--- config.mk ---
export PLATFORM = sky130hd
export DESIGN_NAME = fabric_config_loader
export DESIGN_NICKNAME = d
export VERILOG_FILES = /design/src/rtl/fabric_cfg_pkg.sv /design/src/rtl/fabric_cfg_checksum.sv /design/src/rtl/fabric_config_loader.sv
export SDC_FILE = /design/constraint.sdc
export NUM_CORES = 1
export LEC_CHECK = 0
export CORE_MARGIN = 1.5
export CORE_UTILIZATION = 53
export DETAILED_ROUTE_END_ITERATION = 6
export GPL_TIMING_DRIVEN = 0
export HOLD_SLACK_MARGIN = 0.08
export PLACE_DENSITY = 0.85
export RECOVER_POWER = 50
export SYNTH_ARGS = -nofsm -noshare
export SYNTH_HDL_FRONTEND = slang
export SYNTH_SLANG_ARGS = --single-unit
--- constraint.sdc ---
create_clock -name clk -period 4.75 [get_ports clk]
set_input_delay 1.1875 -clock clk [delete_from_list [all_inputs] [get_ports clk]]
set_output_delay 1.1875 -clock clk [all_outputs]
set_load 0.02 [all_outputs]
--- src/rtl/fabric_cfg_pkg.sv ---
// Shared definitions for the fabric configuration loader: FSM states,
// write-target select encodings and stream header field positions.
package fabric_cfg_pkg;

    typedef enum logic [2:0] {
        S_IDLE,
        S_HDR,
        S_ADDR,
        S_DATA,
        S_CHK,
        S_SETTLE,
        S_DONE,
        S_ERR
    } cfg_state_t;

    localparam logic CFG_SEL_LUT = 1'b0;
    localparam logic CFG_SEL_SW  = 1'b1;

    // Header word: record count in the low half-word.
    localparam int HDR_CNT_LSB = 0;
    localparam int HDR_CNT_MSB = 15;
    // Address word: target select in the top bit.
    localparam int HDR_SEL_BIT = 32;

endpackage

--- src/rtl/fabric_cfg_checksum.sv ---
// Running XOR accumulator over the address/data words of one load, with a
// combinational compare against the trailer word. Only instantiated when
// FABRIC_CFG_CHECKSUM_EN is defined.
module fabric_cfg_checksum #(
    parameter int W = 33
) (
    input  logic         clk,
    input  logic         rst,
    input  logic         i_clr,
    input  logic         i_en,
    input  logic [W-1:0] i_data,
    input  logic [W-1:0] i_cmp,
    output logic         o_match
);

    logic [W-1:0] r_acc;

    // Accumulate; a new load clears the sum before its first word arrives.
    always_ff @(posedge clk or negedge rst) begin
        if (!rst) begin
            r_acc <= '0;
        end else if (i_clr) begin
            r_acc <= '0;
        end else if (i_en) begin
            r_acc <= r_acc ^ i_data;
        end
    end

    assign o_match = (r_acc == i_cmp);

endmodule

--- src/rtl/fabric_config_loader.sv ---
// Loads the configurable fabric from a header + address/data record stream
// and holds the fabric in reset until the load completes.
// Optional feature: define FABRIC_CFG_CHECKSUM_EN to require an XOR trailer
// word after the last record.
module fabric_config_loader
    import fabric_cfg_pkg::*;
#(
    parameter int LUT_W  = 33,
    parameter int SW_W   = 16,
    parameter int N_LUT  = 16,
    parameter int N_SW   = 40,
    parameter int ADDR_W = 6,
    parameter int SETTLE = 4
) (
    input  logic              clk,
    input  logic              rst,
    input  logic              start,
    input  logic [LUT_W-1:0]  in_data,
    input  logic              in_valid,
    output logic              in_ready,
    output logic              cfg_we,
    output logic              cfg_sel,
    output logic [ADDR_W-1:0] cfg_addr,
    output logic [LUT_W-1:0]  cfg_data,
    output logic              fabric_rst_n,
    output logic              busy,
    output logic              done,
    output logic              error
);

    if (SW_W < 1 || SW_W > LUT_W || SETTLE < 1 || SETTLE > 15) begin : g_bad_param
        $error("fabric_config_loader: SW_W must fit in LUT_W and SETTLE must be 1..15");
    end

    localparam logic [3:0]      SETTLE_LD = 4'(SETTLE - 1);
    localparam logic [ADDR_W:0] LUT_LIM   = (ADDR_W + 1)'(N_LUT);
    localparam logic [ADDR_W:0] SW_LIM    = (ADDR_W + 1)'(N_SW);

    cfg_state_t        r_state, w_next;
    logic [15:0]       r_remain;
    logic [3:0]        r_settle;
    logic              r_sel;
    logic [ADDR_W-1:0] r_addr;
    logic              r_cfg_we;
    logic              r_cfg_sel;
    logic [ADDR_W-1:0] r_cfg_addr;
    logic [LUT_W-1:0]  r_cfg_data;

    logic              w_xfer;
    logic              w_start_ok;
    logic [15:0]       w_hdr_cnt;
    logic              w_in_sel;
    logic [ADDR_W-1:0] w_in_addr;
    logic              w_addr_bad;
    logic              w_last;
    logic              w_chk_match;

    assign in_ready     = (r_state == S_HDR) || (r_state == S_ADDR) ||
                          (r_state == S_DATA) || (r_state == S_CHK);
    assign busy         = in_ready || (r_state == S_SETTLE);
    assign done         = (r_state == S_DONE);
    assign error        = (r_state == S_ERR);
    assign fabric_rst_n = (r_state == S_DONE);

    assign w_xfer     = in_valid && in_ready;
    assign w_start_ok = start && ((r_state == S_IDLE) || (r_state == S_DONE) ||
                                  (r_state == S_ERR));
    assign w_hdr_cnt  = in_data[HDR_CNT_MSB:HDR_CNT_LSB];
    assign w_in_sel   = in_data[HDR_SEL_BIT];
    assign w_in_addr  = in_data[ADDR_W-1:0];
    assign w_addr_bad = (w_in_sel == CFG_SEL_LUT) ? ({1'b0, w_in_addr} >= LUT_LIM)
                                                  : ({1'b0, w_in_addr} >= SW_LIM);
    // The record being accepted in DATA is the last one when one remains.
    assign w_last     = (r_remain == 16'd1);

`ifdef FABRIC_CFG_CHECKSUM_EN
    fabric_cfg_checksum #(.W(LUT_W)) u_checksum (
        .clk     (clk),
        .rst     (rst),
        .i_clr   (w_start_ok),
        .i_en    (w_xfer && ((r_state == S_ADDR) || (r_state == S_DATA))),
        .i_data  (in_data),
        .i_cmp   (in_data),
        .o_match (w_chk_match)
    );
`else
    assign w_chk_match = 1'b0;
`endif

    // State register.
    always_ff @(posedge clk or negedge rst) begin
        if (!rst) r_state <= S_IDLE;
        else      r_state <= w_next;
    end

    // Next-state decode; stalls (no handshake) hold the current state.
    always_comb begin
        w_next = r_state;
        case (r_state)
            S_IDLE, S_DONE, S_ERR: if (start) w_next = S_HDR;
            S_HDR:    if (w_xfer) w_next = (w_hdr_cnt == 16'd0) ? S_ERR : S_ADDR;
            S_ADDR:   if (w_xfer) w_next = w_addr_bad ? S_ERR : S_DATA;
            S_DATA: begin
                if (w_xfer) begin
`ifdef FABRIC_CFG_CHECKSUM_EN
                    w_next = w_last ? S_CHK : S_ADDR;
`else
                    w_next = w_last ? S_SETTLE : S_ADDR;
`endif
                end
            end
            S_CHK:    if (w_xfer) w_next = w_chk_match ? S_SETTLE : S_ERR;
            S_SETTLE: if (r_settle == 4'd0) w_next = S_DONE;
            default:  w_next = S_IDLE;
        endcase
    end

    // Record counter and latched target of the record in flight.
    always_ff @(posedge clk or negedge rst) begin
        if (!rst) begin
            r_remain <= '0;
            r_sel    <= CFG_SEL_LUT;
            r_addr   <= '0;
        end else if (w_xfer && (r_state == S_HDR)) begin
            r_remain <= w_hdr_cnt;
        end else if (w_xfer && (r_state == S_ADDR)) begin
            r_sel    <= w_in_sel;
            r_addr   <= w_in_addr;
        end else if (w_xfer && (r_state == S_DATA)) begin
            r_remain <= r_remain - 16'd1;
        end
    end

    // Registered write bus: one strobe in the cycle after each DATA handshake.
    always_ff @(posedge clk or negedge rst) begin
        if (!rst) begin
            r_cfg_we   <= 1'b0;
            r_cfg_sel  <= CFG_SEL_LUT;
            r_cfg_addr <= '0;
            r_cfg_data <= '0;
        end else begin
            r_cfg_we <= w_xfer && (r_state == S_DATA);
            if (w_xfer && (r_state == S_DATA)) begin
                r_cfg_sel  <= r_sel;
                r_cfg_addr <= r_addr;
                r_cfg_data <= in_data;
            end
        end
    end

    // Settle countdown, loaded on entry so SETTLE cycles are spent there.
    always_ff @(posedge clk or negedge rst) begin
        if (!rst) begin
            r_settle <= '0;
        end else if ((w_next == S_SETTLE) && (r_state != S_SETTLE)) begin
            r_settle <= SETTLE_LD;
        end else if ((r_state == S_SETTLE) && (r_settle != 4'd0)) begin
            r_settle <= r_settle - 4'd1;
        end
    end

    assign cfg_we   = r_cfg_we;
    assign cfg_sel  = r_cfg_sel;
    assign cfg_addr = r_cfg_addr;
    assign cfg_data = r_cfg_data;

endmodule

# After elaboration in Yosys (flattened, before gate mapping)
# Index checks and enable logic that the tools add are counted.
# totals
output_inout_bits,46
register_bits,71
in_bits,37
word_cells,60
# classes
reduce_logical,19
n_eq_ne,11
magnitude_cmp,2
bitwise,1
add_sub_neg,2
muxes,16
# ops
cell,count
two-way mux 16 bit,3
two-way mux 3 bit,9
case mux 3 bit (6 select lines),1
"== test 16 x 1 -> 1 bit, second input constant",1
zero test 16 bit,1
"subtractor 16 x 1 -> 16 bit, second input constant",1
"== test 3 bit, second input constant",5
two-way mux 4 bit,2
"== test 3 x 2 -> 1 bit, second input constant",2
"greater-or-equal comparator 6 x 5 -> 1 bit, second input constant",1
"greater-or-equal comparator 6 bit, second input constant",1
logical AND 1 bit,6
zero test 4 bit,1
logical OR 1 bit,4
AND reduction 2 bit,2
nonzero test 2 bit,2
nonzero test 4 bit,1
"subtractor 4 x 1 -> 4 bit, second input constant",1
"== test 3 x 1 -> 1 bit, second input constant",1
zero test 3 bit,1
"inequality test 3 bit, second input constant",1
OR reduction 3 bit,1
"inequality test 2 bit, second input constant",1
two-way mux 1 bit,1
inverter 1 bit,1

# Logic depth before layout (Yosys ltp)
# Gate-level depths: netlist of the first run.
# logic_depth
word_depth,10
depth_mapped,7
depth_no_buf,7

# Least setup slack after synthesis of the first run
# No wires, ideal clock.
# synth_path
kind,reg2out
from,reg r_state[1]
to,out fabric_rst_n
arrival_ps,1439
required_time_ps,3563
stages_incl_launch_ff,5
setup_slack_ps,2123
path_cell_list,dfrtp_1 -> clkbuf_1 -> clkbuf_1 -> and3b_1 -> buf_4
# synth_between
elab_chain_cells,1
# synth_lines
element,line_no,source
start: declaration,fabric_config_loader.sv:39,"cfg_state_t r_state, w_next;"
start signal: assignment,fabric_config_loader.sv:93,else r_state <= w_next;
== test 3 bit,n/a,
end: declaration,fabric_config_loader.sv:25,"output logic fabric_rst_n,"
# Every way passes these cells.

# Worst setup path after layout of the first run
# layout_path
from,reg r_state[1]
to,out fabric_rst_n
# layout_between
elab_chain_cells,1
# layout_lines
element,line_no,source
== test 3 bit,fabric_config_loader.sv:63,assign fabric_rst_n = (r_state == S_DONE);
# Every way passes these cells.

==> out/qor.yml, run 1 <==
antenna_found_initial: 0
htree_levels: 3
grt_first_pass_wirelength_um: 14370
top_usage_layer: "met2"
numCtsBuffers: 9
grt_max_degree: 72
ctsResizeCount: 0
leakagePower_uw: 0.002049
clkTransAtPathRegs_ns: 0.08
min_period_ns: 3.718
met2_usage: 0.4846
relSlewSlack: -0.1523
synthFlopType: "dfrtp_1"
drc_errors: 0
std_cell_rows: 28
pin_count: 83
clk-insertion-delay-late_ns: 0.35
yosysWarningCount: 0
drtIter0Drc: 365
end_kind: "output port"
r2r-start: "r_state[2]"
final-setup-viol-count: 0
drv_slew: 72
critPathLaunch: "r_state[1]"
grt_use_met3: 0.07033
track_usage: 0.2856
hold_depth: 2
synth_edf_count: 0
syn_area_mm2: 0.003328
max_freq_mhz: 268.9
dp_hpwl_um: 5935
num-fill-cells: 411
min_to: "cfg_sel"
grt_pass1_vias: 3079
fin_crit_sh: 0.7828
sw_frac_of_total: 0.3987
synth_seq_cells: 71
core_mm2: 0.005991
clockRootBuffer: "clkbuf_8"
combPwrFrac: 0.461
pwr-share-clk: 0.200
drive_above_1_share: 0.07595
viasPerCell: 5.656
cp.arrival_ns: 2.53
p_sw_uw: 1261
startpoint_type: "flip-flop"
p_per_area_mw_per_mm2: 703.0
grt_setup_unrepaired: "no"
yosysUniqueCellTypes: 48
met1_usage: 0.3479
synth_cells: 376
die_w_um: 82.25
gr-total-overflow: 0
die-area_mm2: 0.006764
cts_tree: "built"
synth.avg_cell_area_um2: 8.852
async_flop_share: 1.000
num_vias: 3105
min-delay-start: "r_sel"
initial_core_util: 0.5556
register_area_mm2: 0.001777
hold_path.class: "reg2reg"
internal_power_uw: 1901
regToRegEndpoint: "r_remain[7]"
multiInputGateArea_mm2: 0.001440
yosysMostFrequentCell: "nand2_1"
area_delta_synth_final_pct: 35.15
finClkSkew_ns: 0.005934
ys_top_cells_by_count: "133 x nand2_1, 71 x dfrtp_1, 20 x a21oi_1"
synth_top_area_cell: "dfrtp_1"
synth_seq_area_share: 0.5338
cp_max_fo: 10
syn-num-nets: 416
wl_per_cell_um: 16.46
pwr-share-seq: 0.339
hold_buffers: 0
firstDrtPassIters: 4
finalHoldViolCount: 0
insertedDiodeCount: 0
crit_type: "reg2out"
tightest_slew_ns: 1.728
wl_um: 9035
violations: "capacitance limit, slew limit"
max_cap_violations: 1
io_buffers: 82
clock_path_buffers: 2
r2r_slack_ns: 2.55
status: "finished, violations left"
dieHeight_um: 82.25
antenna_left: 0
cts_setup_buffers: 0
place.gp.congestion: 0.8766
fin_nets: 509
ir_drop_mv: 0.4177
setup_tns_ns: 0
clock-sinks: 71
cp.required_ns: 3.56
synthTopCellsByArea: "dfrtp_1 53%, nand2_1 15%, a21oi_1 3.0%"
yosysTopAreaCellShare: 0.5338
finalPower_uw: 3162
hold-worst-slack_ns: 0.4703
reg2reg_depth: 7
==> worst max path at each step <==
| stage | to | slack [ns] | cells after the start |
|---|---|---|---|
| floorplan | fabric_rst_n | 2.12 | 4 |
| global placement | cfg_data[30] | 0.14 | 1 |
| detailed placement | r_remain[7] | 1.35 | 8 |
| CTS | fabric_rst_n | 1.05 | 5 |
| global route | fabric_rst_n | 0.92 | 5 |
| finish | fabric_rst_n | 1.03 | 5 |
==> cells by family (layout without fill, tap and decap cells) <==
logic type | Yosys count | after routing | share of synthesized area
xor gates and xnor gates | 3 | 3 | 0.007896
and+or+nand+nor | 197 | 197 | 0.2662
buffers and inverters | 28 | 126 | 0.03346
adders and majority gates | 3 | 3 | 0.01128
DFF | 71 | 71 | 0.5338
AOI/OAI and AO/OA | 63 | 63 | 0.1117
muxes | 11 | 11 | 0.03572
==> state kept, by name, indices dropped and copies added (netlist names) <==
register and count:
cfg_addr 6, cfg_data 33, cfg_sel 1, cfg_we 1
r_addr 6, r_remain 16, r_sel 1, r_settle 4
r_state 3
==> metal layers <==
| layer | vias up | part of all wire |
|---|---|---|
| met4 | 0 | 0.020 |
| met1 | 1498 | 0.39 |
| li1 | 1458 | - |
| met2 | 128 | 0.52 |
| met5 | - | 0 |
| met3 | 21 | 0.069 |
==> layout by cell type (no fill, tap or decap), types with 2 or more instances in the layout <==
| cell type | n |
|---|---|
| nor4_1 | 6 |
| clkdlybuf4s50_1 | 60 |
| nor2b_1 | 3 |
| a21boi_0 | 2 |
| mux2_2 | 7 |
| bufinv_16 | 4 |
| o21ai_0 | 16 |
| nand2_1 | 133 |
| o22ai_1 | 12 |
| mux2i_1 | 4 |
| a31oi_1 | 2 |
| or3_1 | 2 |
| buf_2 | 2 |
| or4_1 | 2 |
| clkbuf_1 | 17 |
| buf_1 | 3 |
| a21oi_1 | 20 |
| nor2_1 | 14 |
| ha_1 | 3 |
| xor2_1 | 2 |
| clkbuf_8 | 9 |
| dlygate4sd3_1 | 21 |
| nor3_1 | 6 |
| a21o_1 | 2 |
| inv_1 | 6 |
| a211oi_1 | 2 |
| or2_2 | 4 |
| dfrtp_1 | 71 |
| nand3_1 | 10 |
| and3b_1 | 2 |
| nor3b_1 | 3 |
==> per-stage QoR <==
| stage | std cells | instance area, um2 | worst slack, ns | util |
|---|---|---|---|---|
| after floorplan | 376 | 3328 | 2.123 | - |
| after CTS | 549 | 4501 | 1.054 | 0.7513 |
| after detailed placement | 533 | 4240 | 1.346 | 0.7078 |
| after global routing | 549 | 4498 | 0.9154 | 0.7508 |
| final | 549 | 4498 | 1.032 | 0.7508 |
| after global placement | 533 | 4243 | 0.1425 | 0.7082 |
==> power groups by stage <==
stage	registers [uW]	logic [uW]	clock network, uW
floorplan	1230	691	0
global placement	1060	1410	0
detailed placement	1070	1460	0
CTS	1070	1480	639
global route	1100	1580	661
finish	1070	1460	634
==> critical path, stage by stage, from the launching register on <==
cell	delay (ns)
dfrtp_1	0.45
clkbuf_1	0.39
clkbuf_1	0.42
and3b_1	0.24
buf_4	0.10
clkdlybuf4s50_1	0.58
==> area by class of cell <==
type                    count  share of cell area
clock buffers              10             0.02837
flip-flops and latches     71              0.3950
multi-input cells         277              0.3202
plain buffers              22             0.01975
well taps                  75             0.02086
inverters                   6            0.005007
repair buffers             82              0.1814
clock inverters             6             0.02949
No activity file was read; power rests on OpenSTA's default activity.
==> run 2, diff against run 1 <==
--- a/config.mk
+++ b/config.mk
@@ -6,11 +6,11 @@
 export NUM_CORES = 1
 export LEC_CHECK = 0
 export CORE_MARGIN = 1.5
-export CORE_UTILIZATION = 53
+export CORE_UTILIZATION = 49
 export DETAILED_ROUTE_END_ITERATION = 6
 export GPL_TIMING_DRIVEN = 0
 export HOLD_SLACK_MARGIN = 0.08
-export PLACE_DENSITY = 0.85
+export PLACE_DENSITY = 0.8
 export RECOVER_POWER = 50
 export SYNTH_ARGS = -nofsm -noshare
 export SYNTH_HDL_FRONTEND = slang
==> constraint.sdc (replaced) <==
create_clock -name clk -period 3.6 [get_ports clk]
set_input_delay 0.9 -clock clk [delete_from_list [all_inputs] [get_ports clk]]
set_output_delay 0.9 -clock clk [all_outputs]
set_load 0.02 [all_outputs]
==> out/qor.yml, run 2 (same netlist as run 1, synthesis figures left out) <==
slowest_delay_ns: 0.59
leakagePower_uw: 0.002050
clk-insertion-delay-late_ns: 0.35
grt_max_degree: 72
antenna_left: 0
grt_first_pass_wirelength_um: 14590
htree_levels: 3
fin_crit_sh: 0.9560
final-setup-viol-count: 0
min_period_ns: 3.442
finalHoldViolCount: 0
drtIter0Drc: 160
status: "finished, violations left"
firstDrtPassIters: 7
antenna_found_initial: 0
drv_slew: 72
path_common_cell: "clkbuf_1"
cts_setup_buffers: 0
cts_tree: "built"
drive_above_1_share: 0.07384
wl_per_cell_um: 15.56
place.gp.congestion: 0.8458
hold_buffers: 0
die_w_um: 85.42
insertedDiodeCount: 0
relSlewSlack: -0.1463
num_vias: 2995
numCtsBuffers: 9
layout_common_cells: "133 x nand2_1, 71 x dfrtp_1, 59 x clkdlybuf4s50_1, 22 x dlygate4sd3_1, 20 x a21oi_1"
grt_pass1_vias: 3033
crit_type: "reg2out"
startpoint_type: "flip-flop"
end_kind: "output port"
pre_cts_ws_ns: 0.5083
hold_path.class: "reg2reg"
finClkSkew_ns: 0.006606
clkTransAtPathRegs_ns: 0.07
r2r-start: "r_state[0]"
gr-total-overflow: 0
cp.required_ns: 2.70
hold_depth: 2
clockRootBuffer: "clkbuf_8"
track_usage: 0.2583
min-delay-start: "cfg_data[20]"
cp_cell_sequence: "clkbuf_1 > clkbuf_1 > and3b_1 > buf_4 > clkdlybuf4s50_1"
dieHeight_um: 85.42
tightest_slew_ns: 1.719
ctsResizeCount: 0
pin_count: 83
die-area_mm2: 0.007296
clock_path_buffers: 2
initial_core_util: 0.5153
r2r_slack_ns: 1.47
viasPerCell: 5.436
layout_commonest_cell: "nand2_1"
clock-sinks: 71
max_cap_violations: 1
cp_slowest_cell: "clkdlybuf4s50_1"
regToRegEndpoint: "r_remain[13]"
core_mm2: 0.006459
std_cell_rows: 29
num-fill-cells: 511
fin_nets: 509
p_per_area_mw_per_mm2: 918.0
max_freq_mhz: 290.6
dp_hpwl_um: 6100
setup_tns_ns: 0
io_buffers: 82
grt_setup_unrepaired: "no"
cp_max_fo: 10
drc_errors: 3
min_to: "cfg_data[20]"
cp.arrival_ns: 2.54
ir_drop_mv: 0.5509
wl_um: 8576
area_delta_synth_final_pct: 35.15
final.setup.worst_slack_ns: 0.1583
violations: "DRC, capacitance limit, slew limit"
largest_register_ffs: 33
reg2reg_depth: 6
run 2: changes by cell type in the layout (fill, tap and decap cells not counted):
cell	previous run	this run
clkdlybuf4s50_1	60	59
nor2b_1	3	4
nor2b_2	1	0
dlygate4sd3_1	21	22
run 2: per-layer routing:
metal	routed length [um]	vias to the layer above	track usage
met5	0	-	0
met4	170	0	0.09971
met3	602	18	0.07879
met2	4086	100	0.4094
met1	3716	1419	0.3340
li1	-	1458	-
run 2: layout make-up:
type / count / area, um2 / area share
Tap cell: 77 / 96.34 / 0.02142
Timing Repair Buffer: 82 / 815.8 / 0.1814
Sequential cell: 71 / 1777 / 0.3950
Clock inverter: 6 / 132.6 / 0.02949
Buffer: 22 / 88.84 / 0.01975
Inverter: 6 / 22.52 / 0.005007
Multi-Input combinational cell: 277 / 1438 / 0.3196
Clock buffer: 10 / 127.6 / 0.02837
run 2: worst max path at each step:
stage,to,start,slack (ns)
global placement,r_state[0],rst,-0.78
floorplan,fabric_rst_n,r_state[1],1.26
finish,fabric_rst_n,r_state[1],0.16
detailed placement,r_remain[7],in_valid,0.51
global route,fabric_rst_n,r_state[1],0.01
CTS,fabric_rst_n,r_state[1],0.18
run 2: where the power goes:
| part | internal (uW) | total (uW) | switching [uW] |
|---|---|---|---|
| logic | 819 | 1890 | 1070 |
| registers | 1160 | 1410 | 253 |
| clock network | 529 | 830 | 301 |
| total | 2500 | 4130 | 1630 |
run 2: worst max-delay path: cells and delay by family, from the launching register on:
family	cells	cell delay, ns
buf+inv	4	1.49
flops	1	0.45
simple gates	1	0.24
run 2: per-stage QoR:
stage          std cells  area (um2)    util  hold WS (ns)  power (uW)
2_1_floorplan        376        3328       -        0.4348        2541
3_3_place_gp         535        4245  0.6573        0.4510        3277
3_5_place_dp         535        4243  0.6569        0.4610        3346
4_1_cts              551        4503  0.6972        0.4787        4195
5_1_grt              551        4498  0.6964        0.4912        4421
6_report             551        4498  0.6964        0.4698        4129
==> run 3, diff against run 2 <==
--- a/config.mk
+++ b/config.mk
@@ -7,6 +7,7 @@
 export LEC_CHECK = 0
 export CORE_MARGIN = 1.5
 export CORE_UTILIZATION = 49
+export CTS_CLUSTER_SIZE = 14
 export DETAILED_ROUTE_END_ITERATION = 6
 export GPL_TIMING_DRIVEN = 0
 export HOLD_SLACK_MARGIN = 0.08
==> results of run 3 <==
No change in the layout: final DEF, timing and power equal those of run 2.
